File: config.mk
export PLATFORM = sky130hd
export DESIGN_NAME = fifo_led_sched_flat
export DESIGN_NICKNAME = d
export VERILOG_FILES = /design/src/rtl/fifo_led_sched_if.sv /design/src/rtl/fifo_led_sched.sv /design/src/flat_wrapper.sv
export SDC_FILE = /design/constraint.sdc
export NUM_CORES = 1
export LEC_CHECK = 0
export CORE_MARGIN = 2
export CORE_UTILIZATION = 35
export DETAILED_ROUTE_END_ITERATION = 8
export GPL_TIMING_DRIVEN = 0
export PLACE_DENSITY = 0.63
export SETUP_SLACK_MARGIN = 0.2
export SYNTH_ARGS = -nofsm -noshare
export SYNTH_HDL_FRONTEND = slang
export SYNTH_SLANG_ARGS = --single-unit
File: constraint.sdc
create_clock -name i_clk -period 2.75 [get_ports i_clk]
set_input_delay 0.55 -clock i_clk [delete_from_list [all_inputs] [get_ports i_clk]]
set_output_delay 0.55 -clock i_clk [all_outputs]
set_load 0.05 [all_outputs]
File: src/rtl/fifo_led_sched_if.sv
// FIFO read-port bundle between the UART receive FIFO and its LED-side reader.
// The reader (fifo_led_sched) uses the master modport; the FIFO side uses slave.
interface fifo_led_sched_if;
    logic       i_fifo_empty_n;
    logic [7:0] i_fifo_data;
    logic       i_fifo_err;
    logic       o_fifo_rd;

    modport master (
        input  i_fifo_empty_n,
        input  i_fifo_data,
        input  i_fifo_err,
        output o_fifo_rd
    );

    modport slave (
        output i_fifo_empty_n,
        output i_fifo_data,
        output i_fifo_err,
        input  o_fifo_rd
    );
endinterface

File: src/rtl/fifo_led_sched.sv
// Read-side scheduler for the UART RX FIFO: pops on button press (or auto-drain when
// FIFO_LED_SCHED_AUTO_EN is defined), shows each byte on the LEDs for HOLD_CYCLES.
module fifo_led_sched #(
    parameter int            CW          = 24,
    parameter logic [CW-1:0] HOLD_CYCLES = 24'd1_200_000
) (
    input  logic                     i_clk,
    input  logic                     i_rst_n,
    fifo_led_sched_if.master         fifo,
    input  logic                     i_req_man,
    input  logic                     i_auto,
    input  logic                     i_clr,
    output logic [7:0]               o_leds,
    output logic                     o_err,
    output logic                     o_pending,
    output logic                     o_busy,
    output logic [7:0]               o_count
);

    typedef enum logic [1:0] {
        IDLE = 2'd0,
        POP  = 2'd1,
        HOLD = 2'd2
    } state_t;

    localparam logic [CW-1:0] HOLD_RELOAD = CW'(HOLD_CYCLES - 1);

    state_t        state_q, state_d;
    logic [CW-1:0] timer_q, timer_d;
    logic [7:0]    leds_q, leds_d;
    logic [7:0]    count_q, count_d;
    logic          pending_q, pending_d;
    logic          err_q, err_d;
    logic          rd_q, rd_d;
    logic          auto_req;
    logic          req;

`ifdef FIFO_LED_SCHED_AUTO_EN
    assign auto_req = i_auto;
`else
    logic unused_auto;
    assign unused_auto = i_auto;
    assign auto_req    = 1'b0;
`endif

    assign req = i_req_man | pending_q | auto_req;

    always_ff @(posedge i_clk or negedge i_rst_n) begin
        if (!i_rst_n) begin
            state_q   <= IDLE;
            timer_q   <= '0;
            leds_q    <= '0;
            count_q   <= '0;
            pending_q <= 1'b0;
            err_q     <= 1'b0;
            rd_q      <= 1'b0;
        end else begin
            state_q   <= state_d;
            timer_q   <= timer_d;
            leds_q    <= leds_d;
            count_q   <= count_d;
            pending_q <= pending_d;
            err_q     <= err_d;
            rd_q      <= rd_d;
        end
    end

    always_comb begin
        state_d   = state_q;
        timer_d   = timer_q;
        leds_d    = leds_q;
        count_d   = count_q;
        pending_d = pending_q;
        err_d     = err_q;
        rd_d      = 1'b0;

        case (state_q)
            IDLE: begin
                // rd is registered, so it is raised here to be high exactly during POP
                if (req && fifo.i_fifo_empty_n) begin
                    state_d   = POP;
                    rd_d      = 1'b1;
                    pending_d = 1'b0;
                end else if (i_req_man) begin
                    pending_d = 1'b1;
                end
            end
            POP: begin
                leds_d  = fifo.i_fifo_data;
                count_d = count_q + 8'd1;
                timer_d = HOLD_RELOAD;
                state_d = HOLD;
                if (i_req_man) pending_d = 1'b1;
            end
            HOLD: begin
                if (timer_q == '0) state_d = IDLE;
                else               timer_d = timer_q - CW'(1);
                if (i_req_man) pending_d = 1'b1;
            end
            default: state_d = IDLE;
        endcase

        // Clear overrides the POP increment and any pending press, but not a new error.
        if (i_clr) begin
            count_d   = '0;
            pending_d = 1'b0;
        end
        if (fifo.i_fifo_err) err_d = 1'b1;
        else if (i_clr)      err_d = 1'b0;
    end

    assign fifo.o_fifo_rd = rd_q;
    assign o_leds         = leds_q;
    assign o_count        = count_q;
    assign o_err          = err_q;
    assign o_pending      = pending_q;
    assign o_busy         = (state_q != IDLE);

endmodule
File: src/flat_wrapper.sv
// flat-port wrapper written by rule: the top's interface ports become plain ports
module fifo_led_sched_flat 
#(
    parameter int            CW          = 24,
    parameter logic [CW-1:0] HOLD_CYCLES = 24'd1_200_000
)
  (i_clk, i_rst_n, i_req_man, i_auto, i_clr, o_leds, o_err, o_pending, o_busy, o_count, fifo_i_fifo_empty_n, fifo_i_fifo_data, fifo_i_fifo_err, fifo_o_fifo_rd);
  fifo_led_sched_if fifo_i ();
  input  logic i_clk;
  input  logic i_rst_n;
  input  logic i_req_man;
  input  logic i_auto;
  input  logic i_clr;
  output logic [7:0] o_leds;
  output logic o_err;
  output logic o_pending;
  output logic o_busy;
  output logic [7:0] o_count;
  input wire logic [$bits(fifo_i.i_fifo_empty_n)-1:0] fifo_i_fifo_empty_n;
  input wire logic [$bits(fifo_i.i_fifo_data)-1:0] fifo_i_fifo_data;
  input wire logic [$bits(fifo_i.i_fifo_err)-1:0] fifo_i_fifo_err;
  output wire logic [$bits(fifo_i.o_fifo_rd)-1:0] fifo_o_fifo_rd;
  assign fifo_i.i_fifo_empty_n = fifo_i_fifo_empty_n;
  assign fifo_i.i_fifo_data = fifo_i_fifo_data;
  assign fifo_i.i_fifo_err = fifo_i_fifo_err;
  assign fifo_o_fifo_rd = fifo_i.o_fifo_rd;
  fifo_led_sched #(.CW(CW), .HOLD_CYCLES(HOLD_CYCLES)) u_core (.i_clk(i_clk), .i_rst_n(i_rst_n), .fifo(fifo_i), .i_req_man(i_req_man), .i_auto(i_auto), .i_clr(i_clr), .o_leds(o_leds), .o_err(o_err), .o_pending(o_pending), .o_busy(o_busy), .o_count(o_count));
endmodule
# Word-level counts from Yosys, hierarchy flattened
# Cells that the tools add are included.
# totals
register_bits	45
latchBits	0
ramBits	0
rom_bits	0
out_inout_bits	20
word_cells	41
memories	0
# op_classes
n_addsub	2
mul	0
n_div	0
order_cmp	0
n_eq_ne	5
n_shift	0
n_mux	15
bitwise	1
reduce_logical	11
# op_table
operator	count
24-bit case mux with 2 select lines	1
24-bit zero test	1
24-bit two-way mux	1
24-bit by 1-bit subtractor with 24-bit output, second input constant	1
8-bit two-way mux	2
8-bit by 1-bit adder with 8-bit output, second input constant	1
2-bit nonzero test	4
1-bit two-way mux	7
2-bit case mux with 3 select lines	1
2-bit two-way mux	2
2-bit by 1-bit != test with 1-bit output, second input constant	2
2-bit AND reduction	2
3-bit nonzero test	1
2-bit by 1-bit == test with 1-bit output, second input constant	1
2-bit == test, second input constant	1
2-bit zero test	1
2-bit != test, second input constant	1
1-bit case mux with 2 select lines	1
2-bit OR reduction	1
1-bit logical AND	1
1-bit OR	1

# Logic depth before layout (Yosys ltp)
# depth
depth_word	5
mapped_depth	7
mapped_depth_nobuf	7

# Worst setup path after synthesis
# OpenSTA, ideal clock, no wires.
# synth_path
path_kind	reg2reg
start	register u_core.timer_q[0]
end	register u_core.timer_q[1]
setup_ps	77
arrival_time_ps	2288
t_required_ps	2673
setup_slack_ps	384
path_stages_with_launch	8
path_buffers	0
synth_period_minus_slack_ps	2366
cell_sequence	dfrtp_1 inv_1 ha_1 or4b_2 or3_4 nor2_4 mux2_2 a21oi_1
# synth_between
elab_chain_len	3
word_cells_on_any_way	6
cone_classes	1 x add/sub; 1 x eq/ne; 2 x mux; 2 x reduce/logical
# synth_lines
item	line	source
start, declared	fifo_led_sched.sv:29	logic [CW-1:0] timer_q, timer_d;
start signal, assigned	fifo_led_sched.sv:59	timer_q <= timer_d;
24-bit by 1-bit subtractor with 24-bit output / 24-bit zero test (equally long branches)	fifo_led_sched.sv:97, fifo_led_sched.sv:96	
24-bit two-way mux / 2-bit != test (equally long branches)	n/a	
24-bit case mux with 2 select lines / 2-bit AND reduction (equally long branches)	n/a	
# Parallel ways exist; a longest one is shown, timed or not. The select of a mux whose other input is x is not followed.
# A chain may end at the register's enable or synchronous reset.

# Final worst setup path
# layout_path
start	register u_core.state_q[0]
end	output port o_busy
# layout_between
elab_chain_len	1
# layout_lines
item	line	source
start, declared	fifo_led_sched.sv:28	state_t state_q, state_d;
start signal, assigned	fifo_led_sched.sv:58	state_q <= state_d;
2-bit nonzero test	fifo_led_sched.sv:117	assign o_busy = (state_q != IDLE);
end, declared	flat_wrapper.sv:17	output logic o_busy;
# Every way passes these cells.

==> impl_metrics.ini <==
[cells_and_area]
syn2layout_area_growth_pct = 24.46
final_util_pct = 45.36
drive_gt1_share_pct = 13.31
n_antenna_cell = 0
fillers = 611
nNetsFinal = 283

[floorplanning]
dieArea_mm2 = 0.007317
placementRows = 29
die_h_um = 85.54
die_w_um = 85.54
initial_utilization_pct = 36.44
pin_count = 35
core-area_mm2 = 0.006386

[routing]
wl_met3_um = 161
routed.top_layer = met4
drtIter0Drc = 92
drc = 0
routed_wl_um = 5105
drtPass1Iterations = 4
met1_length_um = 2417
via_per_inst = 5.421
routedWlPerCell_um = 15.01
ant_nets = 0
num_vias = 1843
met2WireLength_um = 2462

[global_routing]
grt_overflow = 0
grt_pass1_vias = 1767
track_usage_pct = 15.07
antenna_found_initial = 0
grt_first_pass_wirelength_um = 8790
grt_max_degree = 33

[worst_setup_path]
crit_slowest_cell = clkdlybuf4s50_1
critPathLaunchType = register
r2r_setup_slack_ns = 0.40
cp.arrival_ns = 1.89
cp-end-kind = output pin
crit_top_cell = inv_1
path_cells = inv_1, ha_1, inv_1, clkdlybuf4s50_1
crit_type = register to output pin
required_ns = 2.20
critPathMaxFanout = 4
cpPeakStageDelay_ns = 0.81

[power]
p_leak_nw = 1.148
power_density_mw_per_mm2 = 467.7
ir_drop_v = 0.0002393

[timing]
setup_ws_ns = 0.3138
tns_ns = 0
fmax_mhz = 410.5
setup_viol = 0
maxSlewHeadroom_pct = 49.43
period_share_pct = 88.59
fin_worst_skew_ns = 0.005922
rsz0062_at_grt = no
maxSlewViolCount = 0
worstMarginPinSlew_ns = 0.7516
hold_viol_final = 0
post-route-min-period_ns = 2.436

[place]
dpl_worst_slack_ns = 0.2444
place_congestion = 0.8358
io_buffer_count = 32
dp_hpwl_um = 3701

[clock_network]
htree_levels = 2
cts_buffers = 5
clkSinkCount = 45
cts-root-buf = clkbuf_8
clock_latency_ns = 0.30
clock_path_buffers = 2
hold_buffers = 0
clk_pin_slew_ns = 0.09
cts_tree = done

[synth]
post_synth_num_cell_types = 48
synthesis.nets = 243
synthArstFlopShare_pct = 100.0
yosysWarningCount = 0
ys_seq_elements = 45
syn_avg_cell_area_um2 = 10.48
synth_edf_count = 0
synth_flop_cell = dfrtp_1
netlist_area_mm2 = 0.002327
synth_cells = 222
seq_area_frac_synth_pct = 48.39

[run_status]
status = finished clean

[hold_path]
hold_path_class = primary input to asynchronous set/reset pin

[run]
cap_violations = 0
-- cell usage in the layout (no fill, tap or decap), types with 3 or more instances in the layout --
master	instances
a211oi_1	3
a21oi_1	14
a31oi_1	4
clkbuf_1	7
clkbuf_8	5
clkdlybuf4s50_1	31
dfrtp_1	45
ha_1	6
inv_1	7
mux2_2	10
mux2i_1	8
nand2_1	15
nand4_1	4
nand4b_1	3
nor2_1	26
nor3_1	7
nor4_1	7
o21ai_0	5
or3_1	6
xnor2_1	6
xor2_1	4
-- synthesized netlist by cell type, types with 5 or more instances --
cell	instances	area (um2)
a21oi_1	14	70.07
clkbuf_1	7	26.28
dfrtp_1	45	1126
ha_1	6	75.07
inv_1	7	26.28
mux2_2	10	112.6
mux2i_1	8	80.08
nand2_1	15	56.30
nor2_1	26	97.59
nor3_1	7	35.03
nor4_1	7	43.79
o21ai_0	5	25.02
or3_1	6	37.54
xnor2_1	6	52.55
-- worst max-delay path: cells and delay by family (launching register included) --
family	cells	cell delay, ns
adder cells (fa/ha/maj)	1	0.24
buffers and inverters	3	0.99
flip-flops	1	0.36
-- routing by layer --
layer	GRT usage [%]	vias to the layer above
met5	0	-
met4	5.195	0
met3	3.080	7
met2	23.65	30
met1	20.85	916
li1	-	890
-- cell type report --
cell class | instances | area [um2] | area share [%]
Tap cell | 77 | 96.34 | 3.326
Buffer | 7 | 26.28 | 0.9071
Multi-Input combinational cell | 163 | 1152 | 39.78
Sequential cell | 45 | 1126 | 38.88
Inverter | 7 | 26.28 | 0.9071
Clock buffer | 5 | 68.82 | 2.376
Timing Repair Buffer | 33 | 335.3 | 11.58
Clock inverter | 3 | 65.06 | 2.246
-- flip-flops by register name (all words and copies together), names as in the netlist --
name	flops
u_core.o_err	1
u_core.fifo.o_fifo_rd	1
u_core.o_leds	8
u_core.timer_q	24
u_core.o_count	8
u_core.state_q	2
u_core.o_pending	1
-- cells by family after synthesis --
family	count (synthesis)	share of synthesized area, %
AOI/OAI and AO/OA	40	11.67
DFF	45	48.39
xor gates and xnor gates	10	3.763
buffers and inverters	14	2.258
adders and majority gates	6	3.226
muxes	18	8.280
and+or+nand+nor	89	22.42
-- per-stage QoR --
step	area, um2	cells	power [W]	hold slack [ns]
after floorplan	2327	222	0.0007258	0.2544
after global placement	2744	331	0.0007746	0.4614
after detailed placement	2759	332	0.0007786	0.4753
after CTS	2893	340	0.001376	0.1572
after global routing	2897	340	0.001404	0.1686
final	2897	340	0.001355	0.1511
-- power by group --
group	internal [W]	leakage (nW)	switching [W]
logic	0.0000368	0.542	0.0000532
clock network	0.000361	0.0681	0.000231
registers	0.000669	0.538	0.00000420
total	0.00107	1.15	0.000288
-- path summary, 6_finish.rpt --
path,startpoint,end,depth (start not counted)
worst max-delay path,u_core.state_q[0],o_busy,4
worst min-delay path,i_rst_n,u_core.timer_q[20],1
worst max register to register,u_core.timer_q[0],u_core.timer_q[1],7
worst min register to register,u_core.o_err,u_core.o_err,1
max in group asynchronous,i_rst_n,u_core.timer_q[4],2
min in group i_clk,u_core.o_err,u_core.o_err,1
-- what timing repair did --
item,in CTS,in global routing
gates resized for setup,0,1
setup endpoints to repair,0,2
hold endpoints to repair,0,0
setup buffers,0,0
Power figures use the tool's default switching activity.
